**src/rtl/wb_pkg.sv**
```systemverilog
// Shared types and default widths for the writeback arbiter.
// Latency: n/a (declarations only).
// Backpressure: n/a.
package wb_pkg;

  localparam int WB_XLEN   = 32;
  localparam int WB_ADDR_W = 5;

  // Which producer owned the last registered writeback slot.
  typedef enum logic [1:0] {
    SRC_NONE = 2'd0,
    SRC_ALU  = 2'd1,
    SRC_LSU  = 2'd2,
    SRC_MD   = 2'd3
  } src_e;

endpackage

```
**src/rtl/wb_scoreboard.sv**
```systemverilog
// Pending-write bit vector: one bit per register with an outstanding long-latency write.
// Latency: set/clear visible one cycle after the edge that samples them.
// Backpressure: none; set takes priority over clear on the same bit.
module wb_scoreboard
  import wb_pkg::*;
#(
  parameter int ADDR_W = WB_ADDR_W
) (
  input  logic                   clk,
  input  logic                   rst,
  input  logic                   set_en,
  input  logic [ADDR_W-1:0]      set_rd,
  input  logic                   clr_en,
  input  logic [ADDR_W-1:0]      clr_rd,
  output logic [2**ADDR_W-1:0]   pending
);

  // Clear first so a same-edge set of the same register wins.
  always_ff @(posedge clk or posedge rst) begin
    if (rst) begin
      pending <= '0;
    end else begin
      if (clr_en) pending[clr_rd] <= 1'b0;
      if (set_en) pending[set_rd] <= 1'b1;
    end
  end

endmodule

```
**src/rtl/wb_arbiter.sv**
```systemverilog
// Writeback arbiter: ALU fixed-high priority, LSU/MD round-robin, registered write port; scoreboard under WB_SCOREBOARD_EN.
// Latency: one cycle from grant/transfer to reg_write_o.
// Backpressure: LSU/MD ready only when no stall and no ALU result; stall freezes the output stage.
module wb_arbiter
  import wb_pkg::*;
#(
  parameter int XLEN   = WB_XLEN,
  parameter int ADDR_W = WB_ADDR_W
) (
  input  logic                  clk_i,
  input  logic                  rst_i,
  input  logic                  stall_i,
  input  logic                  alu_valid_i,
  input  logic [ADDR_W-1:0]     alu_rd_i,
  input  logic [XLEN-1:0]       alu_data_i,
  input  logic                  lsu_valid_i,
  output logic                  lsu_ready_o,
  input  logic [ADDR_W-1:0]     lsu_rd_i,
  input  logic [XLEN-1:0]       lsu_data_i,
  input  logic                  md_valid_i,
  output logic                  md_ready_o,
  input  logic [ADDR_W-1:0]     md_rd_i,
  input  logic [XLEN-1:0]       md_data_i,
  input  logic                  issue_valid_i,
  input  logic [ADDR_W-1:0]     issue_rd_i,
  output logic                  reg_write_o,
  output logic [ADDR_W-1:0]     write_addr_o,
  output logic [XLEN-1:0]       data_o,
  output logic [2**ADDR_W-1:0]  pending_o,
  output src_e                  last_src_o    // debug: owner of the registered slot
);

  logic            rr_q;       // 0: LSU preferred, 1: MD preferred
  logic            alu_grant;
  logic            lsu_xfer;
  logic            md_xfer;
  src_e            sel_src;
  logic [ADDR_W-1:0] sel_rd;
  logic [XLEN-1:0] sel_data;

  // Readies are forced low in reset so no transfer can be lost to a clearing edge.
  assign lsu_ready_o = !rst_i && !stall_i && !alu_valid_i && lsu_valid_i && (!md_valid_i || !rr_q);
  assign md_ready_o  = !rst_i && !stall_i && !alu_valid_i && md_valid_i  && (!lsu_valid_i || rr_q);

  assign alu_grant = !stall_i && alu_valid_i;
  assign lsu_xfer  = lsu_valid_i && lsu_ready_o;
  assign md_xfer   = md_valid_i && md_ready_o;

  // Select the payload of whichever source is granted this cycle.
  always_comb begin
    sel_src  = SRC_NONE;
    sel_rd   = '0;
    sel_data = '0;
    if (alu_grant) begin
      sel_src  = SRC_ALU;
      sel_rd   = alu_rd_i;
      sel_data = alu_data_i;
    end else if (lsu_xfer) begin
      sel_src  = SRC_LSU;
      sel_rd   = lsu_rd_i;
      sel_data = lsu_data_i;
    end else if (md_xfer) begin
      sel_src  = SRC_MD;
      sel_rd   = md_rd_i;
      sel_data = md_data_i;
    end
  end

  // Round-robin pointer flips toward the source that did not just win.
  always_ff @(posedge clk_i or posedge rst_i) begin
    if (rst_i) begin
      rr_q <= 1'b0;
    end else if (lsu_xfer) begin
      rr_q <= 1'b1;
    end else if (md_xfer) begin
      rr_q <= 1'b0;
    end
  end

  // Output stage: load on grant, drop the enable when idle, hold everything under stall.
  always_ff @(posedge clk_i or posedge rst_i) begin
    if (rst_i) begin
      reg_write_o  <= 1'b0;
      write_addr_o <= '0;
      data_o       <= '0;
      last_src_o   <= SRC_NONE;
    end else if (!stall_i) begin
      last_src_o <= sel_src;
      if (sel_src != SRC_NONE) begin
        // x0 writes are consumed but never forwarded to the register file.
        reg_write_o  <= (sel_rd != '0);
        write_addr_o <= sel_rd;
        data_o       <= sel_data;
      end else begin
        reg_write_o <= 1'b0;
      end
    end
  end

`ifdef WB_SCOREBOARD_EN
  wb_scoreboard #(
    .ADDR_W (ADDR_W)
  ) u_scoreboard (
    .clk     (clk_i),
    .rst     (rst_i),
    .set_en  (issue_valid_i && !stall_i && (issue_rd_i != '0)),
    .set_rd  (issue_rd_i),
    .clr_en  (lsu_xfer || md_xfer),
    .clr_rd  (lsu_xfer ? lsu_rd_i : md_rd_i),
    .pending (pending_o)
  );
`else
  logic unused_issue;
  assign unused_issue = ^{issue_valid_i, issue_rd_i};
  assign pending_o    = '0;
`endif

endmodule

```
**config.mk**
```make
export PLATFORM = sky130hd
export DESIGN_NAME = wb_arbiter
export DESIGN_NICKNAME = d
export VERILOG_FILES = /design/src/rtl/wb_pkg.sv /design/src/rtl/wb_scoreboard.sv /design/src/rtl/wb_arbiter.sv
export SDC_FILE = /design/constraint.sdc
export NUM_CORES = 1
export LEC_CHECK = 0
export CAP_MARGIN = 20
export CORE_MARGIN = 8
export CORE_UTILIZATION = 35
export CTS_CLUSTER_DIAMETER = 150
export DETAILED_ROUTE_END_ITERATION = 8
export GPL_ROUTABILITY_DRIVEN = 0
export PLACE_DENSITY = 0.95
export SYNTH_ARGS = -nofsm -noshare
export SYNTH_HDL_FRONTEND = slang
export SYNTH_SLANG_ARGS = --single-unit
```
**constraint.sdc**
```tcl
create_clock -name clk_i -period 2.8 [get_ports clk_i]
set_input_delay 0.28 -clock clk_i [delete_from_list [all_inputs] [get_ports clk_i]]
set_output_delay 0.28 -clock clk_i [all_outputs]
set_load 0.02 [all_outputs]
```
* After elaboration in Yosys (flattened, before gate mapping)
Cells that the tools add are included.
** Cells by class
- Div/mod/pow operators :: 0
- $add $sub $neg :: 0
- Mux-type cells :: 12
- $mul :: 0
- Reduce and logical (&&, ||, !) cells :: 21
- Order comparisons :: 0
- Eq/ne operators :: 0
- Bitwise logic cells :: 1
- Shift operators :: 0
** Operators with widths (number)
- $mux 32 :: 3
- $mux 5 :: 3
- $logic_and 1x1->1 :: 9
- $logic_not 1->1 :: 6
- $mux 2 :: 3
- $reduce_bool 5->1 :: 1
- $reduce_bool 2->1 :: 2
- $mux 1 :: 3
- $logic_or 1x1->1 :: 2
- $reduce_and 2->1 :: 1
- $not 1->1 :: 1
** Word-level totals
- Memories :: 0
- Memory bits (read-only) :: 0
- Register bits :: 41
- Bits of input ports :: 123
- Output and inout bits :: 74
- Latch bits :: 0
- RAM bits :: 0
- Logic and storage cells :: 39

* Logic depth before layout (Yosys ltp)
- Depth in word-level cells :: 11
- Mapped depth :: 7

* Least setup slack after synthesis
OpenSTA, ideal clock, no wires.
- Path type :: flip-flop to flip-flop
- From :: reg rr_q
- To :: reg reg_write_o
- Buffers on the path :: 1
- Arrival time :: 1425 ps
- Setup slack :: 1227 ps
- Cell stages (with the launch flop) :: 7
- Path through :: dfrtp_1 -> nand2b_1 -> and3_1 -> buf_2 -> a222oi_1 -> and3_1 -> nand4_1
** On the way
- Cells in the longest elaborated chain, start to end :: 8
- Elaborated cells between the ends (all ways) :: 16
- Those cells by class :: 7 x mux; 9 x reduce/logical
** Ends and longest elaborated chain
- start, declared :: RTL line wb_arbiter.sv:33 : logic rr_q;
- start signal, assigned :: RTL line wb_arbiter.sv:72 : rr_q <= 1'b0;
- start signal, assigned :: RTL line wb_arbiter.sv:74 : rr_q <= 1'b1;
- start signal, assigned :: RTL line wb_arbiter.sv:76 : rr_q <= 1'b0;
- $logic_or 1x1->1 / $logic_not 1->1 (equally long branches) :: RTL line wb_arbiter.sv:43, wb_arbiter.sv:42
- $logic_and 1x1->1 / $logic_or 1x1->1 (equally long branches) :: RTL line wb_arbiter.sv:43, wb_arbiter.sv:42
- $logic_and 1x1->1 (on tied branches) :: RTL line wb_arbiter.sv:47, wb_arbiter.sv:42
- $mux 5 (tied with other cells) :: RTL line wb_arbiter.sv:62 : end else if (md_xfer) begin
- $mux 5 / $mux 2 (equally long branches) :: RTL line wb_arbiter.sv:58 : end else if (lsu_xfer) begin
- $mux 5 / $mux 2 (equally long branches) :: RTL line wb_arbiter.sv:54 : if (alu_grant) begin
- $reduce_bool 5->1 / $reduce_bool 2->1 (equally long branches) :: RTL line wb_arbiter.sv:91, wb_arbiter.sv:89
- $mux 1 (*) :: RTL line wb_arbiter.sv:89 : if (sel_src != SRC_NONE) begin
- end signal, assigned :: RTL line wb_arbiter.sv:91 : reg_write_o <= (sel_rd != '0);
- end, declared :: RTL line wb_arbiter.sv:26 : output logic reg_write_o,
Mark *: on every way between the ends. The rest lies on a longest branch, timed or not.
A chain may end at the register's enable or synchronous reset.

* Final worst setup path
- From :: in stall_i
- To :: out md_ready_o
** On the way
- Cells in the longest elaborated chain, start to end :: 5
** Ends and longest elaborated chain
- start, declared :: RTL line wb_arbiter.sv:12 : input logic stall_i,
- $logic_not 1->1
- $logic_and 1x1->1 (4 in a row) :: RTL line wb_arbiter.sv:43 : assign md_ready_o = !rst_i && !stall_i && !alu_valid_i && md_valid_i && (!lsu_valid_i || rr_q);
- end, declared :: RTL line wb_arbiter.sv:21 : output logic md_ready_o,
No other way between the ends.

==> impl_summary.md <==
Run status
The flow ran to the end, and the final reports show no timing, DRC or antenna violations.

Die
The starting utilization of the core area is 0.355. From bottom edge to top edge, the die measures about 100 um. The die covers 9660 sq um. The total I/O pin count is approximately 200. The die is roughly 98 um wide. The core area is about 6700 sq um.

In this run the core area contains 30 standard-cell rows.

Clock network
The clock tree from TritonCTS is done. The number of sinks on the clock net is 41. Gates resized during post-CTS repair numbered 0.

The number of hold buffers added after CTS is 0. The H-tree was split into 2 levels. The clock insertion delay at the later pin of the skew report is 0.29 ns. After clock tree synthesis, the clock-pin slew on the worst setup and hold paths is around 0.080 ns. The maximum root-to-sink buffer count is 2.

The buffer count from post-CTS setup fixing is 0. The library cell used as clock root buffer is sky130_fd_sc_hd__clkbuf_8. The number of buffers inserted during clock tree synthesis is 5.

Power
The combinational cell fraction of total power is 0.390. The share of total power dissipated in sequential elements is 0.404. The total design power is about 1800 uW. The switching part of the total power is 0.321. Cell internal power was estimated by the tool at roughly 1200 uW.

VDD sags by at most roughly 0.21 mV. The portion of total power attributed to the clock network is 0.206. The analysis attributes to net switching a power of just under 600 uW. The cell area power density is ~460 nW/um^2.

Summed over all cells, the static leakage comes to around 0.0016 uW.

STA
Timing would allow up to ~440 MHz. The number of slew-limit violations in the final report is 0. The number of endpoints with negative hold slack in the final report is 0.

The post-layout minimum cycle time is between 2 and 2.5 ns. The count of endpoints failing setup in the final report is 0. The worst clock skew is approximately 0.0052 ns. The share of the clock period used by the worst path is 0.806. In this run the tightest slew margin relative to its limit is 0.415. The worst setup margin is approximately 0.54 ns. Setup repair after global routing left no endpoint under its margin. The slew at the pin closest to its max-slew limit is between 0.8 and 0.9 ns. Summed over all failing endpoints, the final setup total negative slack is 0 ns.

Worst setup path
The startpoint identified for the worst register-to-register timing path is rr_q. The worst setup path is launched from an input port. The depth of the worst register-to-register path is 7. The data required time at the worst endpoint is 2.52 ns.

The endpoint identified for the worst register-to-register timing path is data_o[13]. The beginning of the critical path is stall_i. The worst endpoint data arrival time is between 1.5 and 2 ns. STA classifies the critical path endpoint as an output port. The worst setup path endpoint is md_ready_o.

Setup slack on the worst reg-to-reg path comes out at slightly below 1 ns. The critical path is of the in -> out type. The biggest fanout along the worst timing path is 6.

Global route
For this run the aggregate overflow at the end of global routing stands at 0. Entering global routing, the biggest net connects 42 pins. The wire length of the first global-routing pass is 13800 um. The via count of the first global-routing pass is 2839. The global-route total usage across every layer is 0.178. The number of antenna violations at the first check in global routing is 0.

Min path
The number of instances on the worst hold path is 2. The class of the worst hold path is reg -> reg.

Place
Timing analysis after detailed placement gives a worst setup slack of roughly 0.48 ns. The port buffer count is approximately 160. The total half-perimeter wirelength after legalization and detailed placement is roughly 7000 um. The cell total after placement is ~480.

Logic synthesis
The total of flip-flops plus latches after synthesis is 41. The count of synthesis-stage warnings from yosys is 0. The largest total area in the synthesized netlist belongs to sky130_fd_sc_hd__dfrtp_1. Of the synthesized area, sequential elements account for 0.433.

Synthesis handed over a netlist of 254 instances. The post-synthesis cell area is between 2000 and 2500 sq um. The post-synthesis cell type count is 23. The average instance in the mapped netlist occupies 9.33 sq um.

In the post-synthesis netlist, the biggest area contributors are sky130_fd_sc_hd__dfrtp_1 (43%), sky130_fd_sc_hd__a221oi_1 (12%), sky130_fd_sc_hd__buf_4 (10%). The top-area cell type share of the netlist area is 0.433.

Final layout
At the end of the flow the core is filled with cells to 0.589. The number of fill cells in the layout is approximately 590. Of the cells placed in the final design, the portion with a size suffix greater than 1 is 0.0440. The repair_antennas step left the layout with diodes totalling 0. After the flow finishes, the layout carries non-filler instances totaling roughly 490.

Leaving out fill and tap cells, the most frequent cells in the layout are sky130_fd_sc_hd__clkdlybuf4s50_1 (158), sky130_fd_sc_hd__nand2_1 (45), sky130_fd_sc_hd__dfrtp_1 (41). Leaving out fill and tap cells, the most frequent cell in the layout is sky130_fd_sc_hd__clkdlybuf4s50_1. The net count of the finished layout is roughly 530. Compared with the post-synthesis result, the final layout area differs by 66.0%.

Route
The final layout contains routed wiring with a total length of 8700 um. The number of nets still failing antenna checks after routing is 0. Dividing the detail-routed wire length by the instance count gives about 18 um. The DRC violations left is 0. After detailed routing, the number of vias per cell comes to 5.03. The pre-antenna-repair detailed-routing pass consisted of 4 iterations. After the first detailed-routing iteration, the DRC count stood at approximately 80.

The detailed router placed 2459 vias in this run.

Job
Across the run, the number of max-cap violations was 0.
[registers in the layout, summed over array words and instances, names as in the netlist]
name / cells
rr_q: 1
write_addr_o: 5
reg_write_o: 1
data_o: 32
last_src_o: 2
[power groups by stage]
stage	Clock, uW	Sequential [uW]	Combinational [uW]
final	373	731	706
after global routing	415	742	760
after CTS	390	732	713
after global placement	0	737	696
after detailed placement	0	743	711
after floorplan	0	851	235
[cells in the mapped netlist]
library cell,number
sky130_fd_sc_hd__buf_4,32
sky130_fd_sc_hd__and2b_1,1
sky130_fd_sc_hd__nor2b_1,32
sky130_fd_sc_hd__nand2_1,45
sky130_fd_sc_hd__a221oi_1,32
sky130_fd_sc_hd__and3_1,3
sky130_fd_sc_hd__nand4_1,1
sky130_fd_sc_hd__a211o_1,1
sky130_fd_sc_hd__nor3_4,1
sky130_fd_sc_hd__conb_1,1
sky130_fd_sc_hd__nand2b_1,1
sky130_fd_sc_hd__inv_1,2
sky130_fd_sc_hd__nor2_1,1
sky130_fd_sc_hd__clkbuf_1,4
sky130_fd_sc_hd__o21ai_1,17
sky130_fd_sc_hd__buf_6,9
sky130_fd_sc_hd__buf_1,2
sky130_fd_sc_hd__a222oi_1,5
sky130_fd_sc_hd__dfrtp_1,41
sky130_fd_sc_hd__buf_2,5
sky130_fd_sc_hd__nor3_1,1
sky130_fd_sc_hd__o21ai_0,16
sky130_fd_sc_hd__o21bai_1,1
[per-layer routing]
| layer | routed length [um] | vias up | GRT usage |
|---|---|---|---|
| met2 | 4450 | 129 | 0.323 |
| li1 | - | 1148 | - |
| met1 | 3390 | 1173 | 0.188 |
| met4 | 108 | 0 | 0.0496 |
| met5 | 0 | - | 0 |
| met3 | 755 | 9 | 0.0661 |
[through the flow]
stage | hold slack [ns] | area (sq um)
after detailed placement | 0.472 | 3860
after CTS | 0.491 | 3940
after global routing | 0.511 | 3940
after floorplan | 0.388 | 2490
final | 0.483 | 3940
after global placement | 0.458 | 3860
[cell families after synthesis]
kind of cell | synth area share
AND/OR/NAND/NOR | 0.183
buffers and inverters | 0.167
flip-flops | 0.433
other | 0.00158
AO/OA/AOI/OAI | 0.216
[area by class of cell]
cell class,instances,area (sq um),area share
inverter,2,7.51,0.00191
multi-input combinational,190,1070,0.271
sequential,41,1030,0.261
tap,80,100,0.0254
timing repair buffer,168,1660,0.421
clock buffer,8,80.1,0.0203
[worst min path at each step]
stage | slack (ns) | end | from
2_1_floorplan | 0.39 | last_src_o[0] | stall_i
3_3_place_gp | 0.46 | write_addr_o[0] | write_addr_o[0]
3_5_place_dp | 0.47 | write_addr_o[2] | write_addr_o[2]
4_1_cts | 0.49 | data_o[24] | data_o[24]
5_1_grt | 0.51 | write_addr_o[1] | write_addr_o[1]
6_report | 0.48 | write_addr_o[3] | write_addr_o[3]
[critical path: stages]
cell and delay [ns]:
sky130_fd_sc_hd__clkdlybuf4s50_1 0.50, sky130_fd_sc_hd__nor3_1 0.26, sky130_fd_sc_hd__and3_2 0.30, sky130_fd_sc_hd__clkdlybuf4s50_1 0.64
Power figures use the tool's default switching activity.
